--- src/rtl/snn_io_pipeline_if.sv ---
// Streaming boundary bundle: upstream word handshake, downstream word handshake, flush and occupancy.
interface snn_io_pipeline_if #(
   parameter int DATA_WIDTH = 66,
   parameter int FWD_STAGES = 2
);
   localparam int OCC_W = $clog2(2*FWD_STAGES+1);

   logic                  s_valid_i;
   logic [DATA_WIDTH-1:0] s_data_i;
   logic                  s_ready_o;
   logic                  m_valid_o;
   logic [DATA_WIDTH-1:0] m_data_o;
   logic                  m_ready_i;
   logic                  flush_i;
   logic [OCC_W-1:0]      occupancy_o;

   modport master (
      output s_valid_i, s_data_i, m_ready_i, flush_i,
      input  s_ready_o, m_valid_o, m_data_o, occupancy_o
   );

   modport slave (
      input  s_valid_i, s_data_i, m_ready_i, flush_i,
      output s_ready_o, m_valid_o, m_data_o, occupancy_o
   );
endinterface

--- src/rtl/snn_io_pipeline.sv ---
// Pad-to-core retiming: FWD_STAGES skid slices (word out FWD_STAGES-1 edges after acceptance), plus sideband/status delay lines.
// Backpressure: every slice ready is flop-derived, so a stalled core never creates a combinational path back to the pads.
module snn_io_pipeline #(
   parameter int DATA_WIDTH      = 66,
   parameter int FWD_STAGES      = 2,
   parameter int SIDEBAND_WIDTH  = 2,
   parameter int SIDEBAND_STAGES = 2,
   parameter int STATUS_WIDTH    = 2,
   parameter int STATUS_STAGES   = 1
) (
   input  logic                      clk,
   input  logic                      reset_n,
   snn_io_pipeline_if.slave          str,
   input  logic [SIDEBAND_WIDTH-1:0] sb_i,
   output logic [SIDEBAND_WIDTH-1:0] sb_o,
   input  logic [STATUS_WIDTH-1:0]   st_i,
   output logic [STATUS_WIDTH-1:0]   st_o
);
   localparam int OCC_W = $clog2(2*FWD_STAGES+1);

   if (FWD_STAGES < 1 || FWD_STAGES > 4) begin : g_bad_fwd
      $error("snn_io_pipeline: FWD_STAGES must be 1..4");
   end
   if (SIDEBAND_STAGES < 0 || SIDEBAND_STAGES > 4) begin : g_bad_sb
      $error("snn_io_pipeline: SIDEBAND_STAGES must be 0..4");
   end
   if (STATUS_STAGES < 0 || STATUS_STAGES > 4) begin : g_bad_st
      $error("snn_io_pipeline: STATUS_STAGES must be 0..4");
   end

   typedef enum logic [1:0] {SL_EMPTY, SL_ONE, SL_FULL} slice_st_e;

   slice_st_e             slc_q [FWD_STAGES];
   slice_st_e             slc_d [FWD_STAGES];
   logic                  en_q;
   logic [FWD_STAGES-1:0] main_vld, skid_vld, in_rdy, take_in, take_out;
   logic [FWD_STAGES-1:0] ld_main, ld_skid, ld_from_skid;
   logic [FWD_STAGES:0]   vld_chain, rdy_chain;
   logic [DATA_WIDTH-1:0] dat_chain [FWD_STAGES+1];
   logic [DATA_WIDTH-1:0] main_dat  [FWD_STAGES];
   logic [DATA_WIDTH-1:0] skid_dat  [FWD_STAGES];
   logic [OCC_W-1:0]      occ;

   // Ready stays low until the first edge after reset release.
   always_ff @(posedge clk or negedge reset_n) begin
      if (!reset_n) en_q <= 1'b0;
      else          en_q <= 1'b1;
   end

   // Chain index k is slice k's in-side; index FWD_STAGES is the core side.
   always_comb begin
      vld_chain    = '0;
      rdy_chain    = '0;
      dat_chain    = '{default: '0};
      main_vld     = '0;
      skid_vld     = '0;
      in_rdy       = '0;
      take_in      = '0;
      take_out     = '0;
      occ          = '0;
      vld_chain[0] = str.s_valid_i;
      dat_chain[0] = str.s_data_i;
      rdy_chain[FWD_STAGES] = str.m_ready_i;
      for (int k = 0; k < FWD_STAGES; k++) begin
         main_vld[k]    = (slc_q[k] != SL_EMPTY);
         skid_vld[k]    = (slc_q[k] == SL_FULL);
         in_rdy[k]      = en_q && !skid_vld[k];
         vld_chain[k+1] = main_vld[k];
         rdy_chain[k]   = in_rdy[k];
         dat_chain[k+1] = main_dat[k];
         occ            = occ + OCC_W'(main_vld[k]) + OCC_W'(skid_vld[k]);
      end
      for (int k = 0; k < FWD_STAGES; k++) begin
         take_in[k]  = vld_chain[k] && in_rdy[k];
         take_out[k] = main_vld[k] && rdy_chain[k+1];
      end
   end

   always_ff @(posedge clk or negedge reset_n) begin
      if (!reset_n) begin
         for (int k = 0; k < FWD_STAGES; k++) slc_q[k] <= SL_EMPTY;
      end else begin
         for (int k = 0; k < FWD_STAGES; k++) slc_q[k] <= slc_d[k];
      end
   end

   always_comb begin
      for (int k = 0; k < FWD_STAGES; k++) begin
         slc_d[k] = slc_q[k];
         if (str.flush_i) begin
            slc_d[k] = SL_EMPTY;
         end else begin
            case (slc_q[k])
               SL_EMPTY: if (take_in[k]) slc_d[k] = SL_ONE;
               SL_ONE: begin
                  if (take_in[k] && !take_out[k])      slc_d[k] = SL_FULL;
                  else if (!take_in[k] && take_out[k]) slc_d[k] = SL_EMPTY;
               end
               SL_FULL:  if (take_out[k]) slc_d[k] = SL_ONE;
               default:  slc_d[k] = SL_EMPTY;
            endcase
         end
      end
   end

   always_comb begin
      ld_main      = '0;
      ld_skid      = '0;
      ld_from_skid = '0;
      for (int k = 0; k < FWD_STAGES; k++) begin
         ld_main[k]      = take_in[k] && ((slc_q[k] == SL_EMPTY) ||
                                          (slc_q[k] == SL_ONE && take_out[k]));
         ld_skid[k]      = take_in[k] && (slc_q[k] == SL_ONE) && !take_out[k];
         ld_from_skid[k] = take_out[k] && (slc_q[k] == SL_FULL);
      end
   end

   // Payload registers carry no valid meaning; flush only clears the state above.
   always_ff @(posedge clk or negedge reset_n) begin
      if (!reset_n) begin
         for (int k = 0; k < FWD_STAGES; k++) begin
            main_dat[k] <= '0;
            skid_dat[k] <= '0;
         end
      end else begin
         for (int k = 0; k < FWD_STAGES; k++) begin
            if (ld_main[k])           main_dat[k] <= dat_chain[k];
            else if (ld_from_skid[k]) main_dat[k] <= skid_dat[k];
            if (ld_skid[k])           skid_dat[k] <= dat_chain[k];
         end
      end
   end

   assign str.s_ready_o   = in_rdy[0];
   assign str.m_valid_o   = main_vld[FWD_STAGES-1];
   assign str.m_data_o    = main_dat[FWD_STAGES-1];
   assign str.occupancy_o = occ;

   if (SIDEBAND_STAGES == 0) begin : g_sb_wire
      assign sb_o = sb_i;
   end else begin : g_sb_pipe
      logic [SIDEBAND_WIDTH-1:0] sb_q [SIDEBAND_STAGES];
      always_ff @(posedge clk or negedge reset_n) begin
         if (!reset_n) begin
            for (int k = 0; k < SIDEBAND_STAGES; k++) sb_q[k] <= '0;
         end else begin
            sb_q[0] <= sb_i;
            for (int k = 1; k < SIDEBAND_STAGES; k++) sb_q[k] <= sb_q[k-1];
         end
      end
      assign sb_o = sb_q[SIDEBAND_STAGES-1];
   end

   if (STATUS_STAGES == 0) begin : g_st_wire
      assign st_o = st_i;
   end else begin : g_st_pipe
      logic [STATUS_WIDTH-1:0] stat_q [STATUS_STAGES];
      always_ff @(posedge clk or negedge reset_n) begin
         if (!reset_n) begin
            for (int k = 0; k < STATUS_STAGES; k++) stat_q[k] <= '0;
         end else begin
            stat_q[0] <= st_i;
            for (int k = 1; k < STATUS_STAGES; k++) stat_q[k] <= stat_q[k-1];
         end
      end
      assign st_o = stat_q[STATUS_STAGES-1];
   end
endmodule
--- src/flat_wrapper.sv ---
// flat-port wrapper written by rule: the top's interface ports become plain ports
module snn_io_pipeline_flat 
#(
   parameter int DATA_WIDTH      = 66,
   parameter int FWD_STAGES      = 2,
   parameter int SIDEBAND_WIDTH  = 2,
   parameter int SIDEBAND_STAGES = 2,
   parameter int STATUS_WIDTH    = 2,
   parameter int STATUS_STAGES   = 1
)
  (clk, reset_n, sb_i, sb_o, st_i, st_o, str_s_valid_i, str_s_data_i, str_m_ready_i, str_flush_i, str_s_ready_o, str_m_valid_o, str_m_data_o, str_occupancy_o);
  snn_io_pipeline_if #(.DATA_WIDTH(DATA_WIDTH), .FWD_STAGES(FWD_STAGES)) str_i ();
  input  logic clk;
  input  logic reset_n;
  input  logic [SIDEBAND_WIDTH-1:0] sb_i;
  output logic [SIDEBAND_WIDTH-1:0] sb_o;
  input  logic [STATUS_WIDTH-1:0] st_i;
  output logic [STATUS_WIDTH-1:0] st_o;
  input wire logic [$bits(str_i.s_valid_i)-1:0] str_s_valid_i;
  input wire logic [$bits(str_i.s_data_i)-1:0] str_s_data_i;
  input wire logic [$bits(str_i.m_ready_i)-1:0] str_m_ready_i;
  input wire logic [$bits(str_i.flush_i)-1:0] str_flush_i;
  output wire logic [$bits(str_i.s_ready_o)-1:0] str_s_ready_o;
  output wire logic [$bits(str_i.m_valid_o)-1:0] str_m_valid_o;
  output wire logic [$bits(str_i.m_data_o)-1:0] str_m_data_o;
  output wire logic [$bits(str_i.occupancy_o)-1:0] str_occupancy_o;
  assign str_i.s_valid_i = str_s_valid_i;
  assign str_i.s_data_i = str_s_data_i;
  assign str_i.m_ready_i = str_m_ready_i;
  assign str_i.flush_i = str_flush_i;
  assign str_s_ready_o = str_i.s_ready_o;
  assign str_m_valid_o = str_i.m_valid_o;
  assign str_m_data_o = str_i.m_data_o;
  assign str_occupancy_o = str_i.occupancy_o;
  snn_io_pipeline #(.DATA_WIDTH(DATA_WIDTH), .FWD_STAGES(FWD_STAGES), .SIDEBAND_WIDTH(SIDEBAND_WIDTH), .SIDEBAND_STAGES(SIDEBAND_STAGES), .STATUS_WIDTH(STATUS_WIDTH), .STATUS_STAGES(STATUS_STAGES)) u_core (.clk(clk), .reset_n(reset_n), .str(str_i), .sb_i(sb_i), .sb_o(sb_o), .st_i(st_i), .st_o(st_o));
endmodule
--- config.mk ---
export PLATFORM = sky130hd
export DESIGN_NAME = snn_io_pipeline_flat
export DESIGN_NICKNAME = d
export VERILOG_FILES = /design/src/rtl/snn_io_pipeline_if.sv /design/src/rtl/snn_io_pipeline.sv /design/src/flat_wrapper.sv
export SDC_FILE = /design/constraint.sdc
export NUM_CORES = 1
export LEC_CHECK = 0
export ABC_AREA = 1
export CAP_MARGIN = 20
export CORE_ASPECT_RATIO = 0.5
export CORE_UTILIZATION = 51
export DETAILED_ROUTE_END_ITERATION = 16
export GPL_ROUTABILITY_DRIVEN = 0
export PLACE_DENSITY = 0.78
export RECOVER_POWER = 25
export SYNTH_ARGS = -nofsm -noshare
export SYNTH_HDL_FRONTEND = slang
export SYNTH_SLANG_ARGS = --single-unit
--- constraint.sdc ---
create_clock -name clk -period 2 [get_ports clk]
set_input_delay 0.5 -clock clk [delete_from_list [all_inputs] [get_ports clk]]
set_output_delay 0.5 -clock clk [all_outputs]
set_load 0.03 [all_outputs]
* Yosys cells after proc, flatten, opt, wreduce, memory -nomap -nowiden
Index checks and enable logic that the tools add are counted.
Widths: inputs -> output; s select.
** Operators by class
- $add $sub $neg :: 3
- Reduce and logical (&&, ||, !) cells :: 34
- Mux-type cells :: 15
- Equality and inequality tests :: 10
** Operators by type and width (count)
- $mux 66 :: 4
- $logic_and 1x1->1 :: 19
- $mux 2 :: 9
- $pmux 2 s3 :: 2
- $ne 4x2->1 const B :: 2
- $reduce_bool 2->1 :: 4
- $add 3x1->3 :: 2
- $ne 3x2->1 const B :: 2
- $ne 3x3->1 const B :: 2
- $reduce_and 3->1 :: 2
- $logic_not 1->1 :: 5
- $eq 2x1->1 const B :: 2
- $eq 2x2->1 const B :: 2
- $logic_not 2->1 :: 2
- $add 1x1->2 :: 1
- $logic_or 1x1->1 :: 2
** Word-level totals
- Logic and storage cells :: 72
- Bits in registers :: 275

* Longest topological paths before layout
- Word-level depth :: 10
- Gate-level depth with buffers :: 12
- Mapped depth without buffers :: 10

* Least setup slack after synthesis
OpenSTA, ideal clock, no wires.
- Kind :: reg2out
- Start point :: register u_core.slc_q[0] in the netlist's numbering
- End point :: output str_occupancy_o[1]
- Buffers on the path :: 2
- Data arrival time :: 1.429 ns
- Path slack :: 0.071 ns
- Stages on the path, launching flop included :: 6
- Data required time :: 1.500 ns
- Cells stage by stage :: dfrtp_1 -> inv_2 -> buf_2 -> clkbuf_1 -> o21ai_0 -> ha_1
** On the way
- Word-level cells in the longest chain between the ends :: 3
** RTL lines
- from (decl) :: RTL line snn_io_pipeline.sv:33 : slice_st_e slc_q [FWD_STAGES];
- $reduce_bool 2->1 :: RTL line snn_io_pipeline.sv:65 : main_vld[k] = (slc_q[k] != SL_EMPTY);
- $add 3x1->3 :: RTL line snn_io_pipeline.sv:71 : occ = occ + OCC_W'(main_vld[k]) + OCC_W'(skid_vld[k]);
- $add 3x1->3 * :: RTL line snn_io_pipeline.sv:71
- to (decl) :: RTL line flat_wrapper.sv:26 : output wire logic [$bits(str_i.occupancy_o)-1:0] str_occupancy_o;
Every way passes the cells marked *; elsewhere a longest branch is shown, timed or not.

* Final worst setup path
- Start point :: register u_core.slc_q[2] in the netlist's numbering
- End point :: output str_occupancy_o[1]
** On the way
- Word-level cells in the longest chain between the ends :: 4
** RTL lines (RTL line)
- $eq 2x2->1 / $reduce_bool 2->1 (equally long branches) :: snn_io_pipeline.sv:66, snn_io_pipeline.sv:65
- $add 1x1->2 * :: snn_io_pipeline.sv:71
- $add 3x1->3 * (2 in series) :: snn_io_pipeline.sv:71
Marks and branches as above.

==> flow_summary.json <==
{
  "status": "finished, violations left",
  "violations": "setup timing",
  "setup_slack_ns": -0.1139,
  "synth_area_leader_cell": "dfrtp_1",
  "synth_seq_cells": 275,
  "synth_async_sr_flop_share_pct": 100.0,
  "cp.required_ns": 1.50,
  "clkSinkCount": 275,
  "worstMarginPinSlew_ns": 0.8326,
  "synthesis.nets": 1654,
  "drive_gt1_share_pct": 7.121,
  "irDropWorstVdd_uv": 664.4,
  "dpl_worst_slack_ns": -0.01618,
  "dieArea_um2": 26290,
  "synth_area_per_cell_um2": 8.282,
  "finalHoldViolCount": 0,
  "io_buffers": 149,
  "multi_input_area_um2": 4374,
  "hp-class": "register to register",
  "regArea_um2": 6883,
  "critical_path_class": "register to output port",
  "vias_per_cell": 5.575,
  "synth_cells": 1577,
  "synth_warnings": 0,
  "cp_max_fo": 4,
  "synth-edff-count": 0,
  "drv_slew": 0,
  "cts_htree_levels": 1,
  "hold_depth": 0,
  "rows": 40,
  "cts_buffers": 25,
  "nFillCells": 1995,
  "drt_wl_total_um": 33960,
  "vias": 10960,
  "drc": 0,
  "utilization_pct": 62.12,
  "maxCapViolations": 0,
  "ant_nets": 0,
  "seq_area_frac_synth_pct": 52.69,
  "place_inst": 1913,
  "drt-initial-drc-count": 1224,
  "start_kind": "register",
  "die_w_um": 228.3,
  "clockRootBuffer": "clkbuf_16",
  "synth_cell_type_count": 26,
  "finalClockSkew_ns": 0.01255,
  "grt_max_degree": 82,
  "cts_buffer_depth": 3,
  "grt_pass1_wl_um": 55770,
  "io_pins": 150,
  "syn_to_final_growth_pct": 16.88,
  "cts_tree": "done",
  "fmax_ghz": 0.4731,
  "reg2reg_depth": 10,
  "gr-total-overflow": 0,
  "antenna_found_initial": 1,
  "p_leak_nw": 7.814,
  "drt-pass1-iter-count": 7,
  "cp-end-kind": "output port",
  "drt-wirelength-per-cell_um": 17.27,
  "fin_nets": 1688,
  "max_slew_margin_pct": 44.49,
  "setup_violations": 3,
  "clkLatencyLatePin_ns": 0.52,
  "hpwlAfterDp_um": 20790,
  "period_needed_ns": 2.114,
  "fin_crit_sh_pct": 105.7,
  "grt_use_total_pct": 26.33,
  "placeableCoreArea_um2": 24570,
  "initial_utilization_pct": 53.15,
  "grt_pass1_vias": 10890,
  "p_per_area_nw_per_um2": 1286,
  "die_h_um": 115.2,
  "cts.clk_slew.worst_paths_ns": 0.07,
  "synth_top_area_share_pct": 52.69,
  "cp.arrival_ns": 1.61,
  "syn-cell-area_um2": 13060,
  "rsz0062_at_grt": "yes",
  "ys.flop_type": "dfrtp_1",
  "stdcell_count": 1966,
  "yosys-top-cells-area": "dfrtp_1 (53%), nand3_1 (15%), nand2_1 (7.9%)"
}
## worst max-delay path: stages (launching register included)
cell,delay [ns]
dfrtp_1,0.40
inv_2,0.10
o21ai_2,0.22
ha_4,0.24
buf_6,0.13
## cells in the final DEF (no fill, tap or decap), types with 15 or more instances in the layout
cell type	count
nand2_1	269
dfrtp_1	274
buf_12	15
clkbuf_16	25
o21ai_1	66
o21ai_0	70
nand4_1	68
inv_1	205
clkdlybuf4s50_1	68
buf_4	23
nand3_1	400
dlygate4sd2_1	70
## path summary, 6_finish.rpt
path,start,end,slack (ns)
max,u_core.slc_q[2],str_occupancy_o[1],-0.11
min,u_core.g_sb_pipe.sb_q[2],u_core.sb_o[0],0.36
max reg2reg,u_core.slc_q[1],u_core.slc_q[2],0.07
min reg2reg,u_core.g_sb_pipe.sb_q[2],u_core.sb_o[0],0.36
max in group asynchronous,reset_n,u_core.skid_dat[13],0.33
min in group asynchronous,reset_n,u_core.skid_dat[84],0.66
## registers in the layout (all words and copies together), names as in the netlist
| register | count |
|---|---|
| u_core.st_o | 2 |
| u_core.g_sb_pipe.sb_q | 2 |
| u_core.en_q | 1 |
| u_core.slc_q | 4 |
| u_core.str.m_data_o | 66 |
| u_core.skid_dat | 132 |
| u_core.sb_o | 2 |
| u_core.dat_chain | 66 |
## timing repair
item                                    CTS  global route
cloned                                    1             0
endpoints found under the hold margin    50             0
endpoints found under the setup margin   75            88
gates resized for setup                  97            11
buffers inserted                          4             2
pin swaps                                 1             1
hold buffers                              1             0
## area by class of cell
class / count / area share, %
Antenna cell: 1 / 0.01639
Clock buffer: 38 / 4.877
Clock inverter: 7 / 0.4098
Inverter: 209 / 5.172
Multi-Input combinational cell: 902 / 28.66
Sequential cell: 275 / 45.09
Tap cell: 336 / 2.754
Timing Repair Buffer: 198 / 13.02
## cell families (layout without fill, tap and decap cells)
family	Yosys count	in the layout	synth area share (%)
AOI/OAI and AO/OA	141	141	5.442
xor gates and xnor gates	1	1	0.06707
adders and majority gates	2	2	0.1916
buffers and inverters	400	452	14.43
DFF	275	275	52.69
other	1	2	0.02871
and+or+nand+nor	757	757	27.15
## report_power, final
| part | total [mW] | leakage, nW | switching (mW) | internal (mW) |
|---|---|---|---|---|
| combinational | 5.92 | 3.96 | 3.83 | 2.09 |
| sequential | 9.00 | 3.46 | 1.36 | 7.64 |
| clock | 4.71 | 0.399 | 2.02 | 2.69 |
## metal layers
metal	GRT usage (%)	up-vias	routed length, µm
met5	0	-	0
met4	10.78	0	1103
met3	3.323	83	1895
met2	45.18	438	16480
met1	34.51	5281	14480
li1	-	5159	-
## cell usage after synthesis (3+ instances only)
master,number
nor2_1,6
buf_4,75
nand2_1,275
nand3_2,3
nand3_1,401
clkbuf_1,46
nand4_1,68
o21ai_1,66
inv_2,3
o21ai_0,71
buf_2,57
buf_6,4
inv_1,205
dfrtp_1,275
buf_1,9
## per-stage QoR
step / power (mW) / setup TNS [ns] / hold slack (ns) / instance area (µm²)
finish: 19.63 / -0.1501 / 0.3643 / 15260
global route: 20.72 / -0.2490 / 0.3848 / 15260
CTS: 19.71 / -0.02926 / 0.3813 / 15280
detailed placement: 15.44 / -0.01618 / 0.3673 / 14440
global placement: 15.12 / -0.01584 / 0.3316 / 14440
floorplan: 13.55 / 0 / 0.2044 / 13060
(Power assumes the default switching activity.)
==> edit 1 (same flow settings) <==
`SIDEBAND_WIDTH` is set to 2 in 2 places; all go to 3.
--- a/src/rtl/snn_io_pipeline.sv
+++ b/src/rtl/snn_io_pipeline.sv
@@ -3,7 +3,7 @@
 module snn_io_pipeline #(
    parameter int DATA_WIDTH      = 66,
    parameter int FWD_STAGES      = 2,
-   parameter int SIDEBAND_WIDTH  = 2,
+   parameter int SIDEBAND_WIDTH  = 3,
    parameter int SIDEBAND_STAGES = 2,
    parameter int STATUS_WIDTH    = 2,
    parameter int STATUS_STAGES   = 1
--- a/src/flat_wrapper.sv
+++ b/src/flat_wrapper.sv
@@ -3,7 +3,7 @@
 #(
    parameter int DATA_WIDTH      = 66,
    parameter int FWD_STAGES      = 2,
-   parameter int SIDEBAND_WIDTH  = 2,
+   parameter int SIDEBAND_WIDTH  = 3,
    parameter int SIDEBAND_STAGES = 2,
    parameter int STATUS_WIDTH    = 2,
    parameter int STATUS_STAGES   = 1
Interface: changed (resized sb_i and sb_o); port bits go from 150 to 152. No check against the original RTL was run, so the function may have changed too.
==> edit 1 against the original RTL <==
The flow still finishes with violations (setup timing); wire length is 5.0% lower; area after synthesis is 0.51% higher; sequential cell count is 2 higher; cell area is 0.62% higher; first-iteration DRC count is 9.0% higher; worst setup slack better by 0.079 ns; sequential share of layout area is 0.071 points higher; power is 0.65% higher; critical endpoint unchanged.
==> edit 1: results (changes against the original RTL) <==
The flow ran to the end, but the final reports show violations. Violated checks: setup timing (unchanged). The logs give 52.81% (was 52.69%) for the sequential share of the synthesized area and 1.53 ns (was 1.61 ns) for the data arrival time of the critical path. Total routed wirelength: 32,260 microns (was 33,960 microns). The number of search-and-repair iterations in the first detailed-routing pass was 6 (was 7); the post-CTS resize count was 82 (was 97). The maximum ir drop on the vdd rail was 0.8371 mV (was 0.6644 mV). The tools report the largest clock skew in the final design as 0.01770 ns (was 0.01255 ns).

Number of endpoints failing setup at the final stage: 1 (was 3). The compound-cell area share of the yosys netlist works out to 5.414% (was 5.442%). The final worst slack was -0.03446 ns (was -0.1139 ns). Most frequent cells after synthesis: nand3_1 (401), dfrtp_1 (277), nand2_1 (274) (was nand3_1 (401), dfrtp_1 (275), nand2_1 (275)). The placed instance area was 0.01454 sq mm (was 0.01444 sq mm). Cell depth of the worst min-delay path: 0 (unchanged). The total of fill cells in the finished design came out at 2,171 (was 1,995).

Post-synthesis share of cell area spent on full adders, half adders and majority gates: 0.1906% (was 0.1916%). The number of design-rule violations left by the first detailed-router iteration was 1,334 (was 1,224). The logs give 10,250 (was 10,890) for the number of global-route vias before repair and 24.55% (was 26.33%) for the combined global-route utilization of all metal layers. The count of buffers inserted at the top-level ports works out to 151 (was 149).

Cell-internal power: 0.01256 W (was 0.01242 W). The number of cells traversed by the worst register-to-register path was 7 (was 10). The run gives 1,982 (was 1,966) as the final standard cell count with taps included and fillers excluded.

The number of distinct standard cells referenced by the synthesized netlist is 25 (was 26), and the via-per-instance ratio is 5.452 (was 5.575). The wire length of the first global-routing pass is 52,760 microns (was 55,770 microns). The number of buffers added for setup after CTS was 7 (was 4); the transition at the pin with the smallest max-transition slack was 1.189 ns (was 0.8326 ns). The master of the slowest instance on the critical path is dfrtp_2 (was dfrtp_1). The static leakage power came out at 7.865 nW (was 7.814 nW). The post-synthesis net count is 1,658 (was 1,654), and the pin count of the biggest net entering global routing is 71 (was 82).

The area share of xor/xnor cells in the synthesized design works out to 0.06672% (was 0.06706%). The detailed-placement wirelength estimate is 19,780 microns (was 20,790 microns). The number of cells in the design after placement is 1,928 (was 1,913). For the number of H-tree levels, the log shows 1 (unchanged). The logs give -0.03446 ns (was -0.1501 ns) for the final total negative setup slack and 0.00593 W (was 0.00592 W) for the power in combinational cells.

Area contributors post-synth: dfrtp_1 (53%), nand3_1 (15%), nand2_1 (7.8%), inv_1 (5.9%), buf_4 (4.8%) (was dfrtp_1 (53%), nand3_1 (15%), nand2_1 (7.9%), inv_1 (5.9%), buf_4 (4.3%)). The post-synthesis area per instance is 8.308 sq um (was 8.282 sq um), and the combinational group share of total power is 30.0% (was 30.1%). The fraction of layout instances using a drive strength above 1 was 7.514% (was 7.121%). The delay of the slowest cell on the worst path works out to 0.43 ns (was 0.40 ns). The sequential power share was 45.6% (was 45.9%); the post-placement worst setup slack was 0.05761 ns (was -0.01618 ns). The total number of nets in the final design was 1,699 (was 1,688).
## edit 1: cell count changes after synthesis
| cell | delta |
|---|---|
| buf_4 | +9 |
| nor2_2 | +1 |
| buf_1 | -5 |
| buf_6 | -2 |
| buf_2 | -3 |
| clkbuf_1 | +2 |
| nor2_4 | -1 |
| dfrtp_1 | +2 |
| nand2_1 | -1 |
| o21ai_1 | -2 |
| o21ai_0 | +2 |
| nand2_2 | +1 |
## edit 1: worst register-to-register path, stage by stage, from the launching register on
cell and delay, ns:
dfrtp_2 0.43, buf_4 0.17, nor2_1 0.30, nor2_4 0.16, nand2_2 0.09, buf_4 0.40
nand3_1 0.17, nand2_1 0.09
## edit 1: per-layer routing
| layer | routed length, microns | up-vias | track usage [%] |
|---|---|---|---|
| met5 | 13 | - | 0 |
| met4 | 945 | 2 | 8.622 |
| met3 | 1758 | 63 | 2.756 |
| met2 | 15470 | 379 | 40.57 |
| met1 | 14080 | 5185 | 34.21 |
| li1 | - | 5176 | - |
## edit 1: final timing paths
check / slack [ns] / end / startpoint
max: -0.03 / str_occupancy_o[1] / u_core.slc_q[0]
min in group asynchronous: 0.76 / u_core.sb_o[0] / reset_n
min reg2reg: 0.35 / u_core.sb_o[2] / u_core.g_sb_pipe.sb_q[5]
max reg2reg: 0.12 / u_core.dat_chain[123] / u_core.slc_q[2]
min: 0.35 / u_core.sb_o[2] / u_core.g_sb_pipe.sb_q[5]
max in group asynchronous: 0.22 / u_core.slc_q[1] / reset_n
## edit 1: layout make-up
class	instances	area [sq um]	share of cell area [%]
sequential	277	6937	45.16
multi-input combinational	902	4380	28.52
timing repair buffer	206	2004	13.05
inverter	209	789.5	5.140
clock buffer	40	772.0	5.026
tap	344	430.4	2.802
clock inverter	3	43.79	0.2851
antenna	1	2.502	0.01629
==> edit 2 (config.mk and constraints unchanged) <==
Made on the original files. Reset style: synchronous (`reset_n`), changed in 5 clocked blocks.
--- a/src/rtl/snn_io_pipeline.sv
+++ b/src/rtl/snn_io_pipeline.sv
@@ -42,7 +42,7 @@
    logic [OCC_W-1:0]      occ;
 
    // Ready stays low until the first edge after reset release.
-   always_ff @(posedge clk or negedge reset_n) begin
+   always_ff @(posedge clk) begin
       if (!reset_n) en_q <= 1'b0;
       else          en_q <= 1'b1;
    end
@@ -76,7 +76,7 @@
       end
    end
 
-   always_ff @(posedge clk or negedge reset_n) begin
+   always_ff @(posedge clk) begin
       if (!reset_n) begin
          for (int k = 0; k < FWD_STAGES; k++) slc_q[k] <= SL_EMPTY;
       end else begin
@@ -116,7 +116,7 @@
    end
 
    // Payload registers carry no valid meaning; flush only clears the state above.
-   always_ff @(posedge clk or negedge reset_n) begin
+   always_ff @(posedge clk) begin
       if (!reset_n) begin
          for (int k = 0; k < FWD_STAGES; k++) begin
             main_dat[k] <= '0;
@@ -140,7 +140,7 @@
       assign sb_o = sb_i;
    end else begin : g_sb_pipe
       logic [SIDEBAND_WIDTH-1:0] sb_q [SIDEBAND_STAGES];
-      always_ff @(posedge clk or negedge reset_n) begin
+      always_ff @(posedge clk) begin
          if (!reset_n) begin
             for (int k = 0; k < SIDEBAND_STAGES; k++) sb_q[k] <= '0;
          end else begin
@@ -155,7 +155,7 @@
       assign st_o = st_i;
    end else begin : g_st_pipe
       logic [STATUS_WIDTH-1:0] stat_q [STATUS_STAGES];
-      always_ff @(posedge clk or negedge reset_n) begin
+      always_ff @(posedge clk) begin
          if (!reset_n) begin
             for (int k = 0; k < STATUS_STAGES; k++) stat_q[k] <= '0;
          end else begin
Formal check against the unedited RTL: differs if reset_n is asserted again (counterexample within 4 cycles, from zero or initial values and one cycle with reset_n low); with reset_n held inactive, the same outputs for 4 cycles.
==> edit 2 against the original RTL <==
The flow finishes with violations (capacitance limit, slew limit, setup timing); wire length decreased by 20%; worst setup slack got worse by 0.17 ns; cell area increased by 0.39%; global-route usage down 4.8 points; area after synthesis shrank 6.0%; sequential share of layout area increased by 8.1 points; final cell count shrank 10%; fmax decreased by 7.5%; register-to-register slack worse by 0.05 ns; first-iteration DRC count decreased by 49%; sequential cell count stayed put.
Power is not compared: it rests on default switching activity, and its combinational part moved more than twofold at a synthesized area within 25%.
==> edit 2: results (changes against the original RTL) <==
The logs give -0.7607 ns (was -0.1501 ns) for the final total negative setup slack and 27,120 microns (was 33,960 microns) for the total routed wirelength. Placed instance area: 0.01444 sq mm (about the same). The logs give 42,470 microns (was 55,770 microns) for the wire length of the first global-routing pass and 21.57% (was 26.33%) for the combined global-route utilization of all metal layers.

The flow ran to the end, but the final reports show violations. The delay of the slowest cell on the worst path works out to 0.37 ns (was 0.40 ns). Count of flip-flops with a built-in enable after synthesis: 264 (was 0). Routing usage on met3: 3.273% (was 3.323%). Area contributors post-synth: edfxtp_1 (65%), nand2_1 (13%), inv_1 (6.5%), nor2_1 (6.2%), nand4_1 (3.4%) (was dfrtp_1 (53%), nand3_1 (15%), nand2_1 (7.9%), inv_1 (5.9%), buf_4 (4.3%)).

Most used flip-flop cell after synthesis: edfxtp_1 (was dfrtp_1). The launch point of the critical path was u_core.slc_q[0][1] (was u_core.slc_q[2]). The critical hold path startpoint was u_core.g_sb_pipe.sb_q[0][0] (was u_core.g_sb_pipe.sb_q[2]).

The endpoint with the worst hold slack was u_core.g_sb_pipe.sb_q[0][2] (was u_core.sb_o[0]). The via-per-instance ratio was 5.019 (was 5.575). The tools report the area occupied by multi-input gates as 0.003039 sq mm (was 0.004374 sq mm).

The max capacitance violation total is 1 (was 0). Kind of cell adding the most delay to the critical path: adder cells (was flip-flops). The vias after detailed routing came out at 8,864 (was 10,960). The number of cells traversed by the worst register-to-register path came out at 12 (was 10). The master of the slowest instance on the critical path was dfxtp_4 (was dfrtp_1). Violated checks: capacitance limit, slew limit, setup timing (was setup timing). Most frequent cells after synthesis: nand2_1 (420), edfxtp_1 (264), inv_1 (212) (was nand3_1 (401), dfrtp_1 (275), nand2_1 (275)). The final worst slack is -0.2843 ns (was -0.1139 ns), and the number of distinct standard cells referenced by the synthesized netlist is 23 (was 26). The detailed-placement wirelength estimate came out at 16,730 microns (was 20,790 microns). The post-synthesis net count was 1,360 (was 1,654); the number of global-route vias before repair was 8,524 (was 10,890). The number of max-slew violations in the final report is 70 (was 0).

The global-route track usage on met2 came out at 39.39% (was 45.18%). The capture point of the worst reg-to-reg path was u_core.main_dat[0][46] (was u_core.slc_q[2]). The number of endpoints failing setup at the final stage came out at 4 (was 3).

The share of synthesized registers carrying an async set or reset is 0% (was 100.0%). For the data arrival time of the critical path, the log shows 1.78 ns (was 1.61 ns). The setup slack of the most critical reg-to-reg path was 0.02 ns (was 0.07 ns); the number of antenna violations at the first check in global routing was 0 (was 1).

The mux contribution to synthesized area is 0.08153% (was 0%), and the worst max-slew margin expressed relative to the limit is -3.432% (was 44.49%). The total of fill cells in the finished design came out at 1,685 (was 1,995). For the number of inserted diodes, the log shows 0 (was 1).
-- edit 2: logic make-up (layout without fill, tap and decap cells) --
group,Yosys count,after routing
buf+inv,291,467
simple gates,708,708
fa+ha+maj,2,2
compound gates,6,6
mux,1,1
flops,275,275
-- edit 2: cell type report --
type / count / share of cell area [%]
repair buffers: 206 / 13.95
well taps: 307 / 2.507
inverters: 217 / 5.397
flip-flops and latches: 275 / 53.20
multi-input cells: 717 / 19.83
clock buffers: 30 / 4.335
clock inverters: 14 / 0.7838
-- edit 2: routing by layer --
layer  routed length (microns)  up-vias  part of all wire (%)
met5                         0        -                     0
met4                       737        0                   2.7
met3                      1393       63                   5.1
met2                     13860      304                    51
met1                     11130     4155                    41
li1                          -     4342                     -
-- edit 2: metrics by stage --
| stage | setup WS [ns] | utilization [%] |
|---|---|---|
| CTS | -0.2605 | 65.53 |
| detailed placement | -0.3531 | 62.18 |
| global placement | -0.3357 | 62.18 |
| global route | -0.3206 | 65.98 |
| finish | -0.2843 | 65.98 |
| floorplan | -1.382 | - |
